$ cat src/rtl/find_multi_blobs.sv
// -----------------------------------------------------------------------------
// find_multi_blobs
//
// Tracks up to MAX_BLOBS foreground blobs in a binarised video stream and
// reports their bounding-box centre and pixel area after each frame.
//
// Horizontal runs of foreground pixels are detected on the fly. Each closed
// run is merged into the first tracking slot whose bounding box it touches
// (8-connected) or allocated to a free slot. At the end of a frame the slots
// are banked and a small FSM streams the reportable ones out over a
// valid/ready handshake.
//
// Ports
//   CLK, RST_N       pixel clock, asynchronous active-low reset
//   VGA_HS, VGA_VS   syncs: HS falling edge = new line, VS rising edge = frame end
//   BINARY_FLAG      current pixel is foreground
//   H_CNT, V_CNT     current pixel coordinates
//   BLOB_VALID/READY record handshake
//   BLOB_H, BLOB_V   bounding-box centre of the presented blob
//   BLOB_AREA        foreground pixel count of the presented blob
//   BLOB_LAST        presented record is the last one of the frame
//   BLOB_COUNT       reportable blobs in the last completed frame
//   OVERFLOW         last completed frame dropped a run for lack of a slot
//   FRAME_DROP       one-cycle pulse: a readout was cut short by a new frame
// -----------------------------------------------------------------------------
module find_multi_blobs #(
  parameter int MAX_BLOBS = 8,
  parameter int CW        = 16,
  parameter int AW        = 20,
  parameter int MIN_AREA  = 4
) (
  input  logic          CLK,
  input  logic          RST_N,
  input  logic          VGA_HS,
  input  logic          VGA_VS,
  input  logic          BINARY_FLAG,
  input  logic [CW-1:0] H_CNT,
  input  logic [CW-1:0] V_CNT,
  output logic          BLOB_VALID,
  input  logic          BLOB_READY,
  output logic [CW-1:0] BLOB_H,
  output logic [CW-1:0] BLOB_V,
  output logic [AW-1:0] BLOB_AREA,
  output logic          BLOB_LAST,
  output logic [4:0]    BLOB_COUNT,
  output logic          OVERFLOW,
  output logic          FRAME_DROP
);

  localparam int            IW         = (MAX_BLOBS > 1) ? $clog2(MAX_BLOBS) : 1;
  localparam int            SW         = AW + 1;
  localparam logic [IW-1:0] LAST_IDX   = IW'(MAX_BLOBS - 1);
  localparam logic [CW:0]   ONE_C      = {{CW{1'b0}}, 1'b1};
  localparam logic [AW-1:0] AREA_MAX   = '1;
  localparam logic [AW-1:0] MIN_AREA_C = AW'(MIN_AREA);

  typedef struct packed {
    logic          valid;
    logic [CW-1:0] h_min;
    logic [CW-1:0] h_max;
    logic [CW-1:0] v_min;
    logic [CW-1:0] v_max;
    logic [AW-1:0] area;
  } slot_t;

  typedef enum logic [1:0] {S_IDLE, S_SCAN, S_PRESENT} state_t;

  // ---------------------------------------------------------------------------
  // Sync edge detection and run detection
  // ---------------------------------------------------------------------------
  logic          hs_q, vs_q;
  logic          hs_fall, vs_rise;
  logic          run_open;
  logic [CW-1:0] run_start, run_end, run_row;
  logic          close_now;
  logic          pend_valid;
  logic [CW-1:0] pend_start, pend_end, pend_row;

  assign hs_fall   = hs_q & ~VGA_HS;
  assign vs_rise   = ~vs_q & VGA_VS;
  // A run closes on the first background pixel or when the line ends.
  assign close_now = run_open & (hs_fall | ~BINARY_FLAG);

  // NOTE: sequential state uses non-blocking assignments so every register
  // samples the pre-edge values of its neighbours, independent of block order.
  always_ff @(posedge CLK or negedge RST_N) begin
    if (!RST_N) begin
      hs_q       <= 1'b0;
      vs_q       <= 1'b0;
      run_open   <= 1'b0;
      run_start  <= '0;
      run_end    <= '0;
      run_row    <= '0;
      pend_valid <= 1'b0;
      pend_start <= '0;
      pend_end   <= '0;
      pend_row   <= '0;
    end else begin
      hs_q       <= VGA_HS;
      vs_q       <= VGA_VS;
      pend_valid <= close_now;
      if (close_now) begin
        pend_start <= run_start;
        pend_end   <= run_end;
        pend_row   <= run_row;
      end
      if (hs_fall) begin
        run_open <= 1'b0;
      end else if (BINARY_FLAG) begin
        if (!run_open) begin
          run_open  <= 1'b1;
          run_start <= H_CNT;
          run_row   <= V_CNT;
        end
        run_end <= H_CNT;
      end else begin
        run_open <= 1'b0;
      end
    end
  end

  // ---------------------------------------------------------------------------
  // Run resolution against the working slots
  // ---------------------------------------------------------------------------
  slot_t                slots    [MAX_BLOBS];
  slot_t                slot_nxt [MAX_BLOBS];
  slot_t                bank     [MAX_BLOBS];
  logic                 ovf_work, ovf_nxt;
  logic [MAX_BLOBS-1:0] match_vec, free_vec;
  logic                 hit, grab;
  logic [IW-1:0]        hit_idx, grab_idx;
  logic [CW:0]          run_len;
  logic [SW-1:0]        area_sum;

  // Comparisons are done one bit wider so row-1 / h_min-1 / h_max+1 never wrap.
  // NOTE: every combinational output gets a default before any branch, so no
  // path leaves a variable unassigned and no latch is inferred.
  always_comb begin
    match_vec = '0;
    free_vec  = '0;
    for (int i = 0; i < MAX_BLOBS; i++) begin
      free_vec[i]  = ~slots[i].valid;
      match_vec[i] = slots[i].valid &&
                     ({1'b0, slots[i].v_max} + ONE_C >= {1'b0, pend_row}) &&
                     ({1'b0, pend_end} + ONE_C >= {1'b0, slots[i].h_min}) &&
                     ({1'b0, pend_start} <= {1'b0, slots[i].h_max} + ONE_C);
    end
  end

  // Descending scan so the lowest matching / free index wins.
  always_comb begin
    hit      = 1'b0;
    grab     = 1'b0;
    hit_idx  = '0;
    grab_idx = '0;
    for (int i = MAX_BLOBS - 1; i >= 0; i--) begin
      if (match_vec[i]) begin
        hit     = 1'b1;
        hit_idx = IW'(i);
      end
      if (free_vec[i]) begin
        grab     = 1'b1;
        grab_idx = IW'(i);
      end
    end
  end

  assign run_len  = {1'b0, pend_end} - {1'b0, pend_start} + ONE_C;
  assign area_sum = {1'b0, slots[hit_idx].area} + SW'(run_len);

  always_comb begin
    slot_nxt = slots;
    ovf_nxt  = ovf_work;
    if (pend_valid) begin
      if (hit) begin
        if (pend_start < slots[hit_idx].h_min) slot_nxt[hit_idx].h_min = pend_start;
        if (pend_end > slots[hit_idx].h_max)   slot_nxt[hit_idx].h_max = pend_end;
        slot_nxt[hit_idx].v_max = pend_row;
        slot_nxt[hit_idx].area  = area_sum[AW] ? AREA_MAX : area_sum[AW-1:0];
      end else if (grab) begin
        slot_nxt[grab_idx] = '{valid: 1'b1, h_min: pend_start, h_max: pend_end,
                               v_min: pend_row, v_max: pend_row, area: AW'(run_len)};
      end else begin
        ovf_nxt = 1'b1;
      end
    end
  end

  // Frame end: the bank captures the slots including any run resolved in the
  // same cycle, and the working set starts the new frame empty.
  // NOTE: the slot arrays are reset explicitly because a stale valid bit would
  // be reported as a blob; this is a small register file, not a RAM.
  always_ff @(posedge CLK or negedge RST_N) begin
    if (!RST_N) begin
      for (int i = 0; i < MAX_BLOBS; i++) begin
        slots[i] <= '0;
        bank[i]  <= '0;
      end
      ovf_work <= 1'b0;
      OVERFLOW <= 1'b0;
    end else if (vs_rise) begin
      bank <= slot_nxt;
      for (int i = 0; i < MAX_BLOBS; i++) slots[i] <= '0;
      OVERFLOW <= ovf_nxt;
      ovf_work <= 1'b0;
    end else begin
      slots    <= slot_nxt;
      ovf_work <= ovf_nxt;
    end
  end

  // ---------------------------------------------------------------------------
  // Report bank summary and readout FSM
  // ---------------------------------------------------------------------------
  state_t               state, state_nxt;
  logic [IW-1:0]        idx, idx_nxt;
  logic                 drop_nxt, load;
  logic [MAX_BLOBS-1:0] rep_vec;
  logic [4:0]           rep_cnt;
  logic                 more_after;
  logic [CW:0]          h_sum, v_sum;

  always_comb begin
    rep_vec    = '0;
    rep_cnt    = '0;
    more_after = 1'b0;
    for (int i = 0; i < MAX_BLOBS; i++) begin
      rep_vec[i] = bank[i].valid && (bank[i].area >= MIN_AREA_C);
      rep_cnt    = rep_cnt + 5'(rep_vec[i]);
      if (rep_vec[i] && (i > int'(idx))) more_after = 1'b1;
    end
  end

  assign h_sum = {1'b0, bank[idx].h_min} + {1'b0, bank[idx].h_max};
  assign v_sum = {1'b0, bank[idx].v_min} + {1'b0, bank[idx].v_max};

  always_ff @(posedge CLK or negedge RST_N) begin
    if (!RST_N) begin
      state <= S_IDLE;
      idx   <= '0;
    end else begin
      state <= state_nxt;
      idx   <= idx_nxt;
    end
  end

  // A new frame end always wins over the handshake and restarts the scan.
  always_comb begin
    state_nxt = state;
    idx_nxt   = idx;
    drop_nxt  = 1'b0;
    load      = 1'b0;
    if (vs_rise) begin
      drop_nxt  = (state != S_IDLE);
      state_nxt = S_SCAN;
      idx_nxt   = '0;
    end else begin
      case (state)
        S_SCAN: begin
          if (rep_vec[idx]) begin
            load      = 1'b1;
            state_nxt = S_PRESENT;
          end else if (idx == LAST_IDX) begin
            state_nxt = S_IDLE;
          end else begin
            idx_nxt = idx + 1'b1;
          end
        end
        S_PRESENT: begin
          if (BLOB_READY) begin
            if (idx == LAST_IDX) begin
              state_nxt = S_IDLE;
            end else begin
              state_nxt = S_SCAN;
              idx_nxt   = idx + 1'b1;
            end
          end
        end
        default: state_nxt = S_IDLE;
      endcase
    end
  end

  // Record fields are captured on entry to PRESENT and held until accepted.
  always_ff @(posedge CLK or negedge RST_N) begin
    if (!RST_N) begin
      BLOB_H     <= '0;
      BLOB_V     <= '0;
      BLOB_AREA  <= '0;
      BLOB_LAST  <= 1'b0;
      BLOB_COUNT <= '0;
      FRAME_DROP <= 1'b0;
    end else begin
      BLOB_COUNT <= rep_cnt;
      FRAME_DROP <= drop_nxt;
      if (load) begin
        BLOB_H    <= CW'(h_sum >> 1);
        BLOB_V    <= CW'(v_sum >> 1);
        BLOB_AREA <= bank[idx].area;
        BLOB_LAST <= ~more_after;
      end
    end
  end

  assign BLOB_VALID = (state == S_PRESENT);

endmodule
$ cat config.mk
export PLATFORM = sky130hd
export DESIGN_NAME = find_multi_blobs
export DESIGN_NICKNAME = d
export VERILOG_FILES = /design/src/rtl/find_multi_blobs.sv
export SDC_FILE = /design/constraint.sdc
export NUM_CORES = 2
export LEC_CHECK = 0
export ABC_CLOCK_PERIOD_IN_PS = 10770
export CAP_MARGIN = 20
export CORE_UTILIZATION = 35
export CTS_CLUSTER_SIZE = 30
export DETAILED_ROUTE_END_ITERATION = 10
export PLACE_DENSITY = 0.48
export SYNTH_ARGS = -nofsm -noshare
export SYNTH_HDL_FRONTEND = slang
export SYNTH_SLANG_ARGS = --single-unit
$ cat constraint.sdc
create_clock -name CLK -period 10.77 [get_ports CLK]
set_input_delay 2.154 -clock CLK [delete_from_list [all_inputs] [get_ports CLK]]
set_output_delay 2.154 -clock CLK [all_outputs]
set_load 0.03 [all_outputs]
==> results <==
- The run finished with clean final reports.
- The first-pass iteration count of the detailed router is 6.
- The CTS tree is yes.
- For this block, the routed nets add up to 342800 microns of wire.
- After layout, the worst path uses 93.19% of the clock period.
- At the pin with the least slew margin, the transition time is 1247 ps.
- Sorting the synthesized cells by how often they occur yields 1525 x dfrtp_1, 1307 x nand2_1, 1046 x nor2_1.
- The worst vdd rail ir drop is between 200 and 300 uV.
- The type of the worst min-delay path is flip-flop to flip-flop.
- The leakage power is around 45 nW.
- Input and output buffers added on the ports amount to 97.
- The worst setup slack after placement is 944.3 ps.
- The average instance in the mapped netlist occupies 9.412 sq um.
- In this run the critical register-to-register path is captured at slots[351].
- The number of pins with negative max-slew slack in the final report is 0.
- The critical path endpoint category is a flip-flop.
- The worst relative slew slack is 16.76%.
- After synthesis, the share of flip-flops with an asynchronous set or reset is 100.0%.
- The maximum single-stage delay on the critical path is 860 ps.
- For this run, the share of the core covered by cells in the final layout is 40.10%.
- The wire length per cell is about 28 microns.
- The clock period minus final worst setup slack is approximately 10000 ps.
- The number of synthesized flops with an enable pin is 0.
- The post-synthesis cell count is 9087.
- Counting the buffers created by CTS gives 181.
- The overall routing resource usage is 27.75%.
- The cell type with the highest aggregate area in the netlist is dfrtp_1.
- The maximum fanout count along the critical path is 40.
- The number of antenna violations at the first check in global routing is 14.
- The number of H-tree levels is 4.
- The power density over the cells is approximately 220 nW/um^2.
- The die area is 246400 sq um.
- The kind of critical path is flip-flop to flip-flop.
- The ratio of cells with drive above 1 in the final layout is about a tenth.
- The synthesis warning total is 0.
- The initial utilization of the core area, before any placement, comes to 35.20%.
- The most repeated cell in the gate-level netlist after synthesis is dfrtp_1.
- The netlist uses 92 different library cells.
- The critical path's most frequent cell is buf_4.
- The first global-routing pass estimated between 500000 and 600000 microns of wire.
- The site row count is 181.
- The number of nets in the synthesized netlist is 9652.
- The post-CTS setup-driven buffer insertion count is 0.
- The hold buffer count at CTS is 0.
- The number of clock sinks is 1525.
- Summed over its instances, the top area cell type makes up about 45% of the synthesized netlist area.
- The worst register-to-register path begins at pend_end[1].
- The endpoint required time on the critical path is approximately 11000 ps.
- The number of top-level pins is 99.
- The remaining global-route overflow is 0.
- Across all register-to-register paths, the minimum setup slack is approximately 730 ps.
- The wire-length estimate of the detail-placed layout is about 240000 microns.
- Clock-pin slew was measured on the worst setup and hold paths at 60 ps.
- The deepest clock path buffer count is 3.
- The clock insertion delay at the later pin of the skew report is 870 ps.
- The global placer's final weighted congestion is 0.9877.
- The kind of start point of the critical path is a flip-flop.
- The root buffer cell chosen for the clock tree is clkbuf_16.
- The total DRC errors in the routed layout is 0.
- The worst hold path was traced through 2 stages.
- The via count is 71620.
- After filler insertion, the fill cell instance count of the layout stands at 23950.
- In this run, synthesis produced a sequential element count of approximately 1500.
- The total count of hold-check failures in the final report came to 0.
- Once the clock tree was built, the resizer swapped 0 gates to a different size.
- Sequential elements use 44.62% of the synthesized area.
- The setup-violating endpoint count in the final report is 0.
- The worst hold path begins at run_start[3].
- The count of cells along the worst register-to-register path is 31.
- The hold-critical path endpoint is pend_start[3].
- The net count of the finished layout is 9628.
- The core outline area is 243000 sq um.
- Hold is met by approximately 470 ps.
- After the first detailed-routing iteration, the DRC count stood at between 7000 and 8000.
- The arrival time at the worst endpoint is between 10000 and 15000 ps.
- The detail route stage leaves a number of antenna-violating nets equal to 0.
- Across the routed clock network, the largest skew measured is 51.90 ps.
- In this run the cell area of the synthesized design comes to ~86000 sq um.
- The height of the die is slightly below 500 microns.
- Derived from the worst setup path, the maximum achievable clock frequency is 0.09964 GHz.
- The final sum of negative setup slack is 0 ps.
- The detailed-route vias per instance is about 5.8.
- By area the synthesized netlist is led by dfrtp_1 45%, ha_1 7.6%, nand2_1 5.7%.
- Setup repair after global routing left no endpoint under its margin.
- The signed area change from the synthesized netlist to the final layout is 13.93%.
- The worst path meets setup with 733.7 ps of slack.
- The max-cap check violation count is 0.
- Entering global routing, the biggest net connects 223 pins.
- For this run, the leading register cell type out of synthesis is dfrtp_1.
- The slowest cell on the critical path is xnor2_1.
- The number of global-route vias before repair is 70840.
- In this run the horizontal extent of the chip is 496.3 microns.
## layer usage
metal	vias to the layer above	global-route usage [%]	share of wire (%)
li1	32210	-	-
met1	36280	37.88	44
met2	2482	43.72	45
met3	644	3.978	5.9
met4	6	12.19	4.9
met5	-	0	0.014
## critical path: cells and delay by family (launching register included)
kind	cells	cell delay, ps
and+or+nand+nor	8	2300
buffers and inverters	5	1290
muxes	1	240
adders and majority gates	2	700
DFF	1	650
xor gates and xnor gates	1	860
AOI/OAI and AO/OA	14	3790
## how the worst max path moves through the flow
| stage | start | end | slack [ps] | cells after the start |
|---|---|---|---|---|
| 3_5_place_dp | pend_end[3] | slots[351] | 940 | 32 |
| 6_report | pend_end[1] | slots[351] | 730 | 31 |
| 2_1_floorplan | pend_end[0] | slots[614] | 2070 | 37 |
| 5_1_grt | pend_end[3] | bank[17] | 260 | 33 |
| 4_1_cts | pend_end[3] | slots[351] | 930 | 32 |
| 3_3_place_gp | pend_end[3] | slots[351] | 850 | 32 |
## cell families (layout without fill, tap and decap cells)
group	Yosys count	count (layout)	share of synthesized area (%)
other	1	7	0.004384
adder cells (fa/ha/maj)	527	527	7.780
AO/OA/AOI/OAI	2146	2146	15.03
flip-flops	1525	1525	44.62
multiplexers	684	684	10.48
buffers and inverters	846	962	3.842
XOR/XNOR	293	293	3.000
AND/OR/NAND/NOR	3065	3065	15.24
## final cells by class
cell class	count	area (sq um)	area share, %
Tap cell	3202	4006	4.111
Timing Repair Buffer	376	3645	3.740
Clock inverter	67	1023	1.050
Sequential cell	1525	38170	39.18
Multi-Input combinational cell	6716	44410	45.57
Inverter	263	989.7	1.016
Clock buffer	256	5182	5.318
Antenna cell	6	15.01	0.01541
## state kept, by name, summed over array words and instances, names as in the netlist, 2 cells and up
register / flops
pend_start: 16
BLOB_COUNT: 4
pend_end: 16
pend_row: 16
bank: 680
run_end: 16
idx: 3
BLOB_V: 16
BLOB_AREA: 20
state: 2
BLOB_H: 16
run_row: 16
run_start: 16
slots: 680
## layout by cell type (no fill, tap or decap), types with 18 or more instances in the layout
cell / n
a211oi_1: 90
a21o_1: 72
a21oi_1: 496
a221o_1: 28
a221oi_1: 35
a22oi_1: 18
a31oi_1: 60
and3_1: 68
and4_1: 33
buf_12: 35
buf_4: 237
clkbuf_1: 39
clkbuf_16: 182
clkbuf_8: 35
clkdlybuf4s50_1: 96
clkinv_2: 31
dfrtp_1: 1521
ha_1: 519
inv_1: 260
mux2_2: 52
mux2i_1: 468
mux4_2: 163
nand2_1: 1304
nand3_1: 233
nand4_1: 88
nor2_1: 1037
nor2b_1: 22
nor3_1: 108
nor4_1: 59
o211ai_1: 37
o21a_1: 21
o21ai_0: 839
o21ai_1: 19
o221ai_1: 33
o22a_1: 24
o22ai_1: 142
o31ai_1: 67
xnor2_1: 180
xor2_1: 112
## power by group
group          switching (W)  internal (W)  total [W]  leakage [nW]
Sequential          0.000623       0.00625    0.00687          20.7
Clock                0.00270       0.00372    0.00642          3.03
Combinational        0.00530       0.00258    0.00788          20.9
## per-stage QoR
stage,instance area (sq um),power [W],instances
2_1_floorplan,85530,0.01105,9087
3_3_place_gp,91050,0.01467,12080
3_5_place_dp,91100,0.01473,12080
4_1_cts,97310,0.02121,12400
5_1_grt,97440,0.02205,12410
6_report,97440,0.02117,12410
Note: power is estimated with default switching activity, not from simulation.
